## src/rtl/mem_requester.sv

```systemverilog
// mem_requester
//   Initiator side of the memory-controller handshake. Takes one command at a
//   time (read, or byte-strobed write) and presents it to mem_controller. It
//   then drives the BRAM address and write data, waits out the RAM read latency,
//   and returns a single response. Exactly one transaction is outstanding at any
//   time.
//
//   state    | meaning
//   ---------+-----------------------------------------------------------------
//   S_IDLE   | ready for a command; nothing outstanding
//   S_REQ    | request asserted toward controller, waiting for ctrl_ready_i
//   S_ACC    | controller access cycle; enables and addr/wdata held
//   S_RDWAIT | read only: counting down RAM latency, capture on last cycle
//   S_RESP   | response presented until rsp_ready_i
//
// Ports
//   clk_i, rst_i                        clock / async active-high reset
//   cmd_valid_i/cmd_ready_o             command handshake
//   cmd_we_i/cmd_addr_i/cmd_wdata_i     command payload (we == 0 means read)
//   ctrl_ready_i                        controller idle
//   ctrl_read_en_o/ctrl_write_en_o      request toward controller
//   mem_addr_o/mem_wdata_o/mem_rdata_i  BRAM side
//   rsp_valid_o/rsp_ready_i             response handshake
//   rsp_write_o/rsp_rdata_o             response payload
//   rd_cnt_o/wr_cnt_o                   saturating completed-transaction counts
module mem_requester #(
    parameter int ADDR_WIDTH = 10,
    parameter int RD_LATENCY = 1,
    parameter int CNT_WIDTH  = 16
) (
    input  logic                  clk_i,
    input  logic                  rst_i,
    input  logic                  cmd_valid_i,
    output logic                  cmd_ready_o,
    input  logic [3:0]            cmd_we_i,
    input  logic [ADDR_WIDTH-1:0] cmd_addr_i,
    input  logic [31:0]           cmd_wdata_i,
    input  logic                  ctrl_ready_i,
    output logic                  ctrl_read_en_o,
    output logic [3:0]            ctrl_write_en_o,
    output logic [ADDR_WIDTH-1:0] mem_addr_o,
    output logic [31:0]           mem_wdata_o,
    input  logic [31:0]           mem_rdata_i,
    output logic                  rsp_valid_o,
    input  logic                  rsp_ready_i,
    output logic                  rsp_write_o,
    output logic [31:0]           rsp_rdata_o,
    output logic [CNT_WIDTH-1:0]  rd_cnt_o,
    output logic [CNT_WIDTH-1:0]  wr_cnt_o
);

    localparam int LAT_W = (RD_LATENCY > 1) ? $clog2(RD_LATENCY) : 1;

    typedef enum logic [2:0] {
        S_IDLE,
        S_REQ,
        S_ACC,
        S_RDWAIT,
        S_RESP
    } state_t;

    state_t                state_q, state_d;
    logic [3:0]            we_q;
    logic [ADDR_WIDTH-1:0] addr_q;
    logic [31:0]           wdata_q;
    logic [31:0]           rdata_q;
    logic [LAT_W-1:0]      lat_q;
    logic [CNT_WIDTH-1:0]  rd_cnt_q, wr_cnt_q;
    logic                  is_write;

    assign is_write = (we_q != 4'b0000);

    always_ff @(posedge clk_i or posedge rst_i) begin
        if (rst_i) begin
            state_q <= S_IDLE;
        end else begin
            state_q <= state_d;
        end
    end

    always_comb begin
        state_d         = state_q;
        cmd_ready_o     = 1'b0;
        ctrl_read_en_o  = 1'b0;
        ctrl_write_en_o = 4'b0000;
        rsp_valid_o     = 1'b0;
        rsp_write_o     = 1'b0;
        case (state_q)
            S_IDLE: begin
                cmd_ready_o = 1'b1;
                if (cmd_valid_i) state_d = S_REQ;
            end
            S_REQ: begin
                ctrl_read_en_o  = ~is_write;
                ctrl_write_en_o = we_q;
                if (ctrl_ready_i) state_d = S_ACC;
            end
            S_ACC: begin
                // Controller derives the RAM we combinationally from write_en,
                // so the enables must survive through the access cycle.
                ctrl_read_en_o  = ~is_write;
                ctrl_write_en_o = we_q;
                state_d         = is_write ? S_RESP : S_RDWAIT;
            end
            S_RDWAIT: begin
                if (lat_q == '0) state_d = S_RESP;
            end
            S_RESP: begin
                rsp_valid_o = 1'b1;
                rsp_write_o = is_write;
                if (rsp_ready_i) state_d = S_IDLE;
            end
            default: state_d = S_IDLE;
        endcase
    end

    always_ff @(posedge clk_i or posedge rst_i) begin
        if (rst_i) begin
            we_q     <= 4'b0000;
            addr_q   <= '0;
            wdata_q  <= '0;
            rdata_q  <= '0;
            lat_q    <= '0;
            rd_cnt_q <= '0;
            wr_cnt_q <= '0;
        end else begin
            case (state_q)
                S_IDLE: begin
                    if (cmd_valid_i) begin
                        we_q    <= cmd_we_i;
                        addr_q  <= cmd_addr_i;
                        wdata_q <= cmd_wdata_i;
                        rdata_q <= '0;  // write acks report zero data
                    end
                end
                S_ACC: begin
                    lat_q <= LAT_W'(RD_LATENCY - 1);
                end
                S_RDWAIT: begin
                    if (lat_q == '0) rdata_q <= mem_rdata_i;
                    else             lat_q   <= lat_q - 1'b1;
                end
                S_RESP: begin
                    if (rsp_ready_i) begin
                        if (is_write) begin
                            if (wr_cnt_q != '1) wr_cnt_q <= wr_cnt_q + 1'b1;
                        end else begin
                            if (rd_cnt_q != '1) rd_cnt_q <= rd_cnt_q + 1'b1;
                        end
                    end
                end
                default: ;
            endcase
        end
    end

    assign mem_addr_o  = addr_q;
    assign mem_wdata_o = wdata_q;
    assign rsp_rdata_o = rdata_q;
    assign rd_cnt_o    = rd_cnt_q;
    assign wr_cnt_o    = wr_cnt_q;

endmodule
```

## config.mk

```make
export PLATFORM = sky130hd
export DESIGN_NAME = mem_requester
export DESIGN_NICKNAME = d
export VERILOG_FILES = /design/src/rtl/mem_requester.sv
export SDC_FILE = /design/constraint.sdc
export NUM_CORES = 1
export LEC_CHECK = 0
export ABC_AREA = 0
export ABC_CLOCK_PERIOD_IN_PS = 5800
export CORE_MARGIN = 2
export CORE_UTILIZATION = 43
export DETAILED_ROUTE_END_ITERATION = 6
export GPL_TIMING_DRIVEN = 0
export PLACE_DENSITY = 0.93
export SYNTH_ARGS = -nofsm -noshare
export SYNTH_HDL_FRONTEND = slang
export SYNTH_SLANG_ARGS = --single-unit
```

## constraint.sdc

```tcl
create_clock -name clk_i -period 5.8 [get_ports clk_i]
set_clock_uncertainty 0.2 [all_clocks]
set_input_delay 1.74 -clock clk_i [delete_from_list [all_inputs] [get_ports clk_i]]
set_output_delay 1.74 -clock clk_i [all_outputs]
set_load 0.02 [all_outputs]
```

==> results of run 1 <==
[sequential cells by signal, indices dropped and copies added, names as in the netlist]
| register | count |
|---|---|
| rsp_rdata_o | 32 |
| mem_addr_o | 10 |
| we_q | 4 |
| state_q | 3 |
| mem_wdata_o | 32 |
| rd_cnt_o | 16 |
| wr_cnt_o | 16 |
[placed cells by master (no fill, tap or decap), types with 2 or more instances in the layout]
cell type                         netlist  layout
sky130_fd_sc_hd__clkdlybuf4s50_1        0     196
sky130_fd_sc_hd__dfrtp_1              113     113
sky130_fd_sc_hd__mux2_1                48      48
sky130_fd_sc_hd__a22o_1                32      32
sky130_fd_sc_hd__xor2_1                17      17
sky130_fd_sc_hd__clkbuf_16              0      16
sky130_fd_sc_hd__clkbuf_1              11      14
sky130_fd_sc_hd__xnor2_1               13      13
sky130_fd_sc_hd__nand2_1               11      11
sky130_fd_sc_hd__nand4_1               10      10
sky130_fd_sc_hd__and2_1                 9       9
sky130_fd_sc_hd__buf_2                  6       6
sky130_fd_sc_hd__nor3_1                 6       6
sky130_fd_sc_hd__and3_1                 6       6
sky130_fd_sc_hd__and4_1                 6       6
sky130_fd_sc_hd__nor2_1                 6       6
sky130_fd_sc_hd__nand3_1                6       6
sky130_fd_sc_hd__a21oi_1                5       5
sky130_fd_sc_hd__clkbuf_8               0       5
sky130_fd_sc_hd__o211ai_1               4       4
sky130_fd_sc_hd__inv_1                  5       4
sky130_fd_sc_hd__clkinv_2               0       4
sky130_fd_sc_hd__nor4_2                 3       3
sky130_fd_sc_hd__nor4b_1                3       3
sky130_fd_sc_hd__a211oi_1               3       3
sky130_fd_sc_hd__o21ai_1                2       2
sky130_fd_sc_hd__a31oi_1                2       2
sky130_fd_sc_hd__nor3b_1                2       2
sky130_fd_sc_hd__nor4_1                 2       2
sky130_fd_sc_hd__nand3b_1               2       2
sky130_fd_sc_hd__ha_1                   2       2
sky130_fd_sc_hd__bufinv_16              0       2
[through the flow]
| step | power [uW] | setup TNS, ns | hold WS [ns] | std cells | setup slack (ns) |
|---|---|---|---|---|---|
| floorplan | 1927 | 0 | 0.3075 | 348 | 0.8726 |
| global placement | 2573 | -58.89 | 0.2661 | 684 | -0.5281 |
| detailed placement | 2637 | 0 | 0.2756 | 685 | 1.863 |
| CTS | 3643 | 0 | 0.2874 | 715 | 1.301 |
| global route | 3793 | 0 | 0.2945 | 715 | 1.200 |
| finish | 3606 | 0 | 0.2783 | 715 | 1.353 |
[cells by family after synthesis]
kind of cell | count (synthesis) | synth area share, %
DFF | 113 | 60.36
AOI/OAI and AO/OA | 54 | 9.268
muxes | 48 | 11.54
buffers and inverters | 22 | 1.923
adders and majority gates | 2 | 0.5341
xor gates and xnor gates | 30 | 5.609
and+or+nand+nor | 79 | 10.76
[critical path: cells and delay by family (launching register included)]
| kind | cells | cell delay [ns] |
|---|---|---|
| simple gates | 2 | 0.74 |
| buf+inv | 2 | 0.88 |
| flops | 1 | 0.40 |
[area by class of cell]
cell class	count	area share (%)
Sequential cell	113	38.15
Timing Repair Buffer	197	26.84
Multi-Input combinational cell	213	23.84
Clock buffer	24	6.482
Tap cell	140	2.363
Clock inverter	6	1.080
Buffer	17	0.9622
Inverter	5	0.2870
[worst paths after layout]
path | to | startpoint | depth (start not counted)
min in group asynchronous | rsp_rdata_o[17]$_DFFE_PP0P_ | rst_i | 2
setup reg to reg | rd_cnt_o[9]$_DFFE_PP0P_ | we_q[0]$_DFFE_PP0P_ | 4
hold / removal | mem_wdata_o[24]$_DFFE_PP0P_ | mem_wdata_o[24]$_DFFE_PP0P_ | 1
max in group asynchronous | rd_cnt_o[6]$_DFFE_PP0P_ | rst_i | 3
setup / recovery | ctrl_read_en_o | we_q[0]$_DFFE_PP0P_ | 4
hold reg to reg | mem_wdata_o[24]$_DFFE_PP0P_ | mem_wdata_o[24]$_DFFE_PP0P_ | 1
[routing by layer]
metal | wire, um | up-vias | global-route usage (%)
met2 | 6468 | 178 | 38.32
met4 | 208 | 0 | 10.26
met3 | 1086 | 20 | 7.715
met1 | 4998 | 1916 | 25.55
met5 | 0 | - | 0
li1 | - | 1720 | -
[synth_stat cells (all sizes together)]
cell     count
dfrtp      113
mux2        48
a22o        32
xor2        17
xnor2       13
clkbuf      11
nand2       11
nand4       10
and2         9
nor3         7
and3         6
and4         6
buf          6
nand3        6
nor2         6
a21oi        5
inv          5
nor4         5
o211ai       4
a211oi       3
nor4b        3
a31oi        2
ha           2
nand3b       2
nor3b        2
o21ai        2
a2111oi      1
a211o        1
a311oi       1
a41oi        1
and4bb       1
nand2b       1
nand4bb      1
nor2b        1
o2111ai      1
o32a         1
or3          1
or4          1
[where the power goes]
part           leakage (uW)  switching, uW  internal (uW)
sequential          0.00144            148           1030
combinational       0.00150            728            718
clock              0.000281            330            648
total               0.00322           1210           2400
==> results, run 1 <==
- The number of iterations in the first detailed-routing pass is 4.
- The clock tree synthesis step divided the H-tree into 4 levels.
- The number of port buffers is 196.
- The root buffer selected by CTS is sky130_fd_sc_hd__clkbuf_8.
- Setup repair after global routing left no endpoint under its margin.
- The mean routed wirelength per cell is 17.85 um.
- The detail route stage leaves a number of antenna-violating nets equal to 0.
- At the later pin of the worst-skew pair, clock insertion delay measures 0.49 ns.
- Counting every net in the synthesized netlist gives 433.
- Data on the critical path is required at its endpoint by 3.86 ns.
- For the pin with the worst max-slew slack, the measured transition is 0.7324 ns.
- Post-CTS timing repair inserted 0 buffers for setup.
- Sequential elements use 60.36% of the synthesized area.
- The arrival time at the worst endpoint is 2.51 ns.
- The global routing usage summed across all routing layers is 22.51%.
- Headroom to the max-slew limit came out at 50.76%.
- After synthesis, the largest area contributor takes up 60.36% of total cell area.
- The HPWL after detailed placement is 9074 um.
- For this design the ratio of total power to cell area is 486.5 mW/mm2.
- The type of the most critical hold path is register to register.
- The critical-path maximum fanout is 6.
- The cell count after synthesis is 348.
- The clock tree from TritonCTS is done.
- During I/O placement, the number of pins put on the boundary was 197.
- The largest net degree at the start of global routing is 60.
- Yosys printed 0 warnings.
- After the last flow step, the layout net total stands at 649.
- In this run, post-CTS hold repair placed 0 buffers.
- Of the available clock period, the critical path in the final layout requires 76.68%.
- Summed over all cells, the static leakage comes to between 0.003 and 0.004 uW.
- The worst setup path is captured at an output port.
- The starting density of the core is 43.60%.
- After routing the design area is 0.007412 mm2.
- The peak clock frequency supported by timing is 0.2249 GHz.
- The number of antenna violations at the first check in global routing came to 0.
- The flow ran to the end, and the final reports show no timing, DRC or antenna violations.
- The count of pins over their slew limit was 0.
- The area of the core region is 0.01075 mm2.
- The wire length of the first global-routing pass is 20300 um.
- The type of the worst setup path is register to output port.
- The multi-input logic area is 0.001767 mm2.
- Detailed routing inserted a total of roughly 3800 vias.
- After synthesis the netlist holds a flip-flop and latch count of 113.
- The number of remaining DRC errors is 0.
- The biggest area consumer among synthesized cells is sky130_fd_sc_hd__dfrtp_1.
- The number of gates resized after cts is 0.
- The number of endpoints with negative hold slack in the final report is 0.
- After detailed routing, the number of vias per cell comes to 5.362.
- The area of the die is 0.01175 mm2.
- Counting the fill cells in the layout gives approximately 770.
- The area growth from synthesis to layout is 58.23%.
- The die span in x is between 100 and 150 um.
- The via count of the first global-routing pass came to 4135.
- The final core area utilization is a little under 70%.
- The area used by sequential logic in the layout is ~0.0028 mm2.
- The worst-case IR drop observed on VDD is 0.2969 mV.
- The number of DRC violations after detailed-routing iteration 0 is 143.
- The number of buffers added by the clock tree synthesis step is 17.
- Setup slack on the worst reg-to-reg path comes out at between 3 and 4 ns.
- The distinct cell type count of the synthesized netlist is 40.
- The final estimated routing congestion in global placement is between 0.7 and 0.8.
- In the post-synthesis netlist, the biggest area contributors are sky130_fd_sc_hd__dfrtp_1, sky130_fd_sc_hd__mux2_1, sky130_fd_sc_hd__a22o_1.
- The mean post-synth cell area is 13.46 um2.
- After clock tree synthesis, the clock-pin slew on the worst setup and hold paths is roughly 0.05 ns.
- The slowest stage of the critical path is the sky130_fd_sc_hd__clkdlybuf4s50_1 cell.
- The sum of overflow across all layers after global routing is 0.
- Traced cell by cell, the critical path runs through or4_1, clkbuf_1, nor3_1, clkdlybuf4s50_1.
- The biggest cell delay along the critical path is 0.65 ns.
- In the final layout, the share of cells above drive strength 1 is 7.130%.
- The clock net in this run drives a total of 113 sinks.
- The placed instance area is 0.006852 mm2.
- The number of core rows is 38.
- The mapped netlist covers 0.004684 mm2.
- The startpoint kind of the worst setup timing path is a register.
- The routed design has 12760 um of wire.
- The post-route minimum period is 4.447 ns.
- The clock passes through at most 2 buffers.
- The number of setup violations in the final report is 0.
- The die is 108.4 um tall.
- The number of antenna diodes in the final layout is 0.
- The max-cap check violation count is 0.
No activity file was read; power rests on OpenSTA's default activity.
==> inputs of run 2 (changes only) <==
- ABC_CLOCK_PERIOD_IN_PS: 5800 -> 4300
- clock period: 5.8 -> 4.3 ns (I/O delays scaled with it)
==> run 2 against run 1 <==
Against the previous run:
- worst hold slack improved by 0.0046 ns
- global-route usage is 1.3 points lower
- critical path depth unchanged
- final cell count increased by 0.42%
- first-iteration DRC count is 10% lower
- via count fell by 2.9%
==> results, run 2 (same netlist as run 1, synthesis figures left out) <==
- The HPWL after detailed placement came to 8919 um (-1.7%).
- The mean routed wirelength per cell came to 16.86 um (-5.6%).
- The number of DRC violations after detailed-routing iteration 0 came to 128 (-10%).
- The cts-stage hold buffer count was 0 (unchanged).
- The max-cap check violation count was 0 (unchanged).
- The wire length of the first global-routing pass is 18890 um (-7.0%).
- The endpoint identified for the worst register-to-register timing path is rd_cnt_o[9]$_DFFE_PP0P_.
- The number of diodes added for antenna fixing was 0 (unchanged).
- The cell area after layout is 0.007516 mm2 (+1.4%).
- The die span in x is 108.4 um (unchanged).
- The number of nets in the layout is 650 (+0.15%).
- The net switching component of the power is 1645 uW (+36%).
- Walking the worst path, the cells encountered are or4_1, clkbuf_1, nor3_1, clkdlybuf4s50_1.
- The area of the die is 0.01175 mm2 (unchanged).
- The number of buffers added by the clock tree synthesis step is 17 (unchanged).
- Leaving out fill and tap cells, the most frequent cell in the layout is sky130_fd_sc_hd__clkdlybuf4s50_1.
- The number of setup violations in the final report was 0 (unchanged).
- The starting density of the core was 43.60% (unchanged).
- The die span in y was 108.4 um (unchanged).
- The count of H-tree levels built during CTS is 4 (unchanged).
- The endpoint class of the critical path is an output port.
- The number of endpoints with negative hold slack in the final report is 0 (unchanged).
- The flow ran to the end, and the final reports show no timing, DRC or antenna violations.
- The maximum ir drop on the vdd rail is 0.4306 mV (+45%).
- The via count is 3723 (-2.9%).
- The final wirelength came to 12100 um (-5.2%).
- The root buffer selected by CTS is sky130_fd_sc_hd__clkbuf_8.
- The count of pins over their slew limit is 0 (unchanged).
- The worst setup slack before clock tree synthesis is 0.8321 ns (-1.030 ns).
- In the layout the commonest cells are sky130_fd_sc_hd__clkdlybuf4s50_1, sky130_fd_sc_hd__dfrtp_1, sky130_fd_sc_hd__mux2_1.
- The number of port buffers is 196 (unchanged).
- The worst slew margin relative to its limit is 50.69% (-0.075 points).
- The number of setup buffers added after CTS is 0 (unchanged).
- The combinational share of power is 38.3% (-1.8 points).
- Based on the critical path, the design can be clocked at up to 0.2508 GHz.
- The biggest cell delay along the critical path is 0.65 ns (about the same).
- The leakage power figure is 0.003239 uW (+0.66%).
- The startpoint kind of the worst setup timing path is a register.
- The final estimated routing congestion in global placement came to 0.8223 (+3.2%).
- The number of iterations in the first detailed-routing pass came to 4 (unchanged).
- The area used by sequential logic in the layout is 0.002828 mm2 (unchanged).
- The via count of the first global-routing pass is 3813 (-7.8%).
- The required time of the critical path came to 2.81 ns (-1.05 ns).
- The reg2reg setup slack was 1.85 ns (-1.49 ns).
- The detail-routed via count per cell is 5.185 (-3.3%).
- Setup repair after global routing left no endpoint under its margin.
- The internal cell power is 3394 uW (+41%).
- The switching portion of total power is 32.65% (-0.82 points).
- The destination of the worst hold path is mem_wdata_o[10]$_DFFE_PP0P_.
- Compared with the post-synthesis result, the final layout area differs by 60.44%.
- The sum of negative setup slack is 0 ns (unchanged).
- The number of cells on the worst reg-to-reg path is 4 (unchanged).
- The largest net degree at the start of global routing came to 46 (-23%).
- The arrival time at the worst endpoint is 2.50 ns (about the same).
- The insertion delay of the later-clocked pin in the worst-skew pair is 0.51 ns (+0.02 ns).
- The hold slack was 0.2830 ns (+0.004639 ns).
- The number of routed nets with antenna violations came to 0 (unchanged).
- The clock-pin slew reported for the worst setup and hold paths after clock tree synthesis is 0.06 ns (about the same).
- The clock tree from TritonCTS is done.
- In this run the worst hold path is classified as register to register.
- The number of antenna violations at the first check in global routing came to 0 (unchanged).
- The multi-input logic area was 0.001767 mm2 (unchanged).
- The area of the core region is 0.01075 mm2 (unchanged).
- The maximum buffer depth of the clock tree was 2 (unchanged).
- The placed instance area is 0.006865 mm2 (+0.20%).
- The launch instance of the worst min-delay path is mem_wdata_o[10]$_DFFE_PP0P_.
- The number of gates resized after cts is 0 (unchanged).
- The number of cells on the worst hold path is 1 (unchanged).
- The number of remaining DRC errors is 0 (unchanged).
- The count of boundary I/O pins came to 197 (unchanged).
- The measured slew at the worst slew-check pin is 0.7336 ns (+0.001114 ns).
- The post-route minimum period is 3.987 ns.
- Dividing the final minimum period by the clock period gives between 90% and 100%.
- The global routing usage summed across all routing layers is 21.20% (-1.3 points).
- The power per cell area was 670.4 mW/mm2 (+38%).
- The portion of total power attributed to the clock network is 30.3% (+3.2 points).
- The fraction of power consumed by sequential logic is 31.4% (-1.4 points).
- The sum of overflow across all layers after global routing was 0 (unchanged).
- The sink count of the clock tree was 113 (unchanged).
- The type of the worst setup path is register to output port.
- The number of core rows came to 38 (unchanged).
- The number of filler cells placed in the layout came to 743 (-3.9%).
- The critical-path cell with the highest stage delay is sky130_fd_sc_hd__clkdlybuf4s50_1.
- The final critical-path setup slack is 0.3128 ns (-1.040 ns).
- The worst register-to-register path begins at we_q[0]$_DFFE_PP0P_.
- The critical-path maximum fanout was 6 (unchanged).
- The fraction of layout cells with a size suffix above 1 is 7.958% (+0.83 points).
-- run 2: final cells by class --
type,count,area share (%)
Buffer,17,0.9489
Clock buffer,20,5.926
Clock inverter,12,2.730
Inverter,5,0.2997
Multi-Input combinational cell,213,23.51
Sequential cell,113,37.62
Tap cell,140,2.331
Timing Repair Buffer,198,26.64
-- run 2: how the worst max path moves through the flow --
| stage | start | endpoint | slack, ns |
|---|---|---|---|
| finish | we_q[0]$_DFFE_PP0P_ | ctrl_read_en_o | 0.31 |
| global route | we_q[0]$_DFFE_PP0P_ | ctrl_read_en_o | 0.16 |
| CTS | we_q[0]$_DFFE_PP0P_ | ctrl_read_en_o | 0.26 |
| detailed placement | we_q[0]$_DFFE_PP0P_ | ctrl_read_en_o | 0.83 |
| global placement | rst_i | wr_cnt_o[5]$_DFFE_PP0P_ | 0.49 |
| floorplan | we_q[0]$_DFFE_PP0P_ | ctrl_read_en_o | 1.27 |
-- run 2: routing by layer --
metal	vias to the layer above	wire length, um	share of wire [%]	track usage, %
met5	-	0	0	0
li1	1728	-	-	-
met2	171	6035	50	34.82
met3	14	1068	8.8	7.595
met1	1810	4832	40	25.43
met4	0	165	1.4	8.608
-- run 2: power groups by stage --
stage	combinational [uW]	clock [uW]	sequential (uW)
2_1_floorplan	672	0	1930
3_3_place_gp	1890	0	1570
3_5_place_dp	1950	0	1600
4_1_cts	1960	1560	1590
5_1_grt	2060	1600	1620
6_report	1930	1530	1580
-- run 2: through the flow --
| step | utilization (%) | instances | power (uW) |
|---|---|---|---|
| finish | 69.95 | 718 | 5038 |
| global route | 69.95 | 718 | 5287 |
| CTS | 69.95 | 718 | 5101 |
| detailed placement | 63.89 | 686 | 3546 |
| global placement | 63.52 | 684 | 3467 |
| floorplan | - | 348 | 2599 |
-- run 2: critical path, delay by kind of cell, from the launching register on --
kind                   cells  cell delay (ns)
buffers and inverters      2             0.86
AND/OR/NAND/NOR            2             0.73
flip-flops                 1             0.41
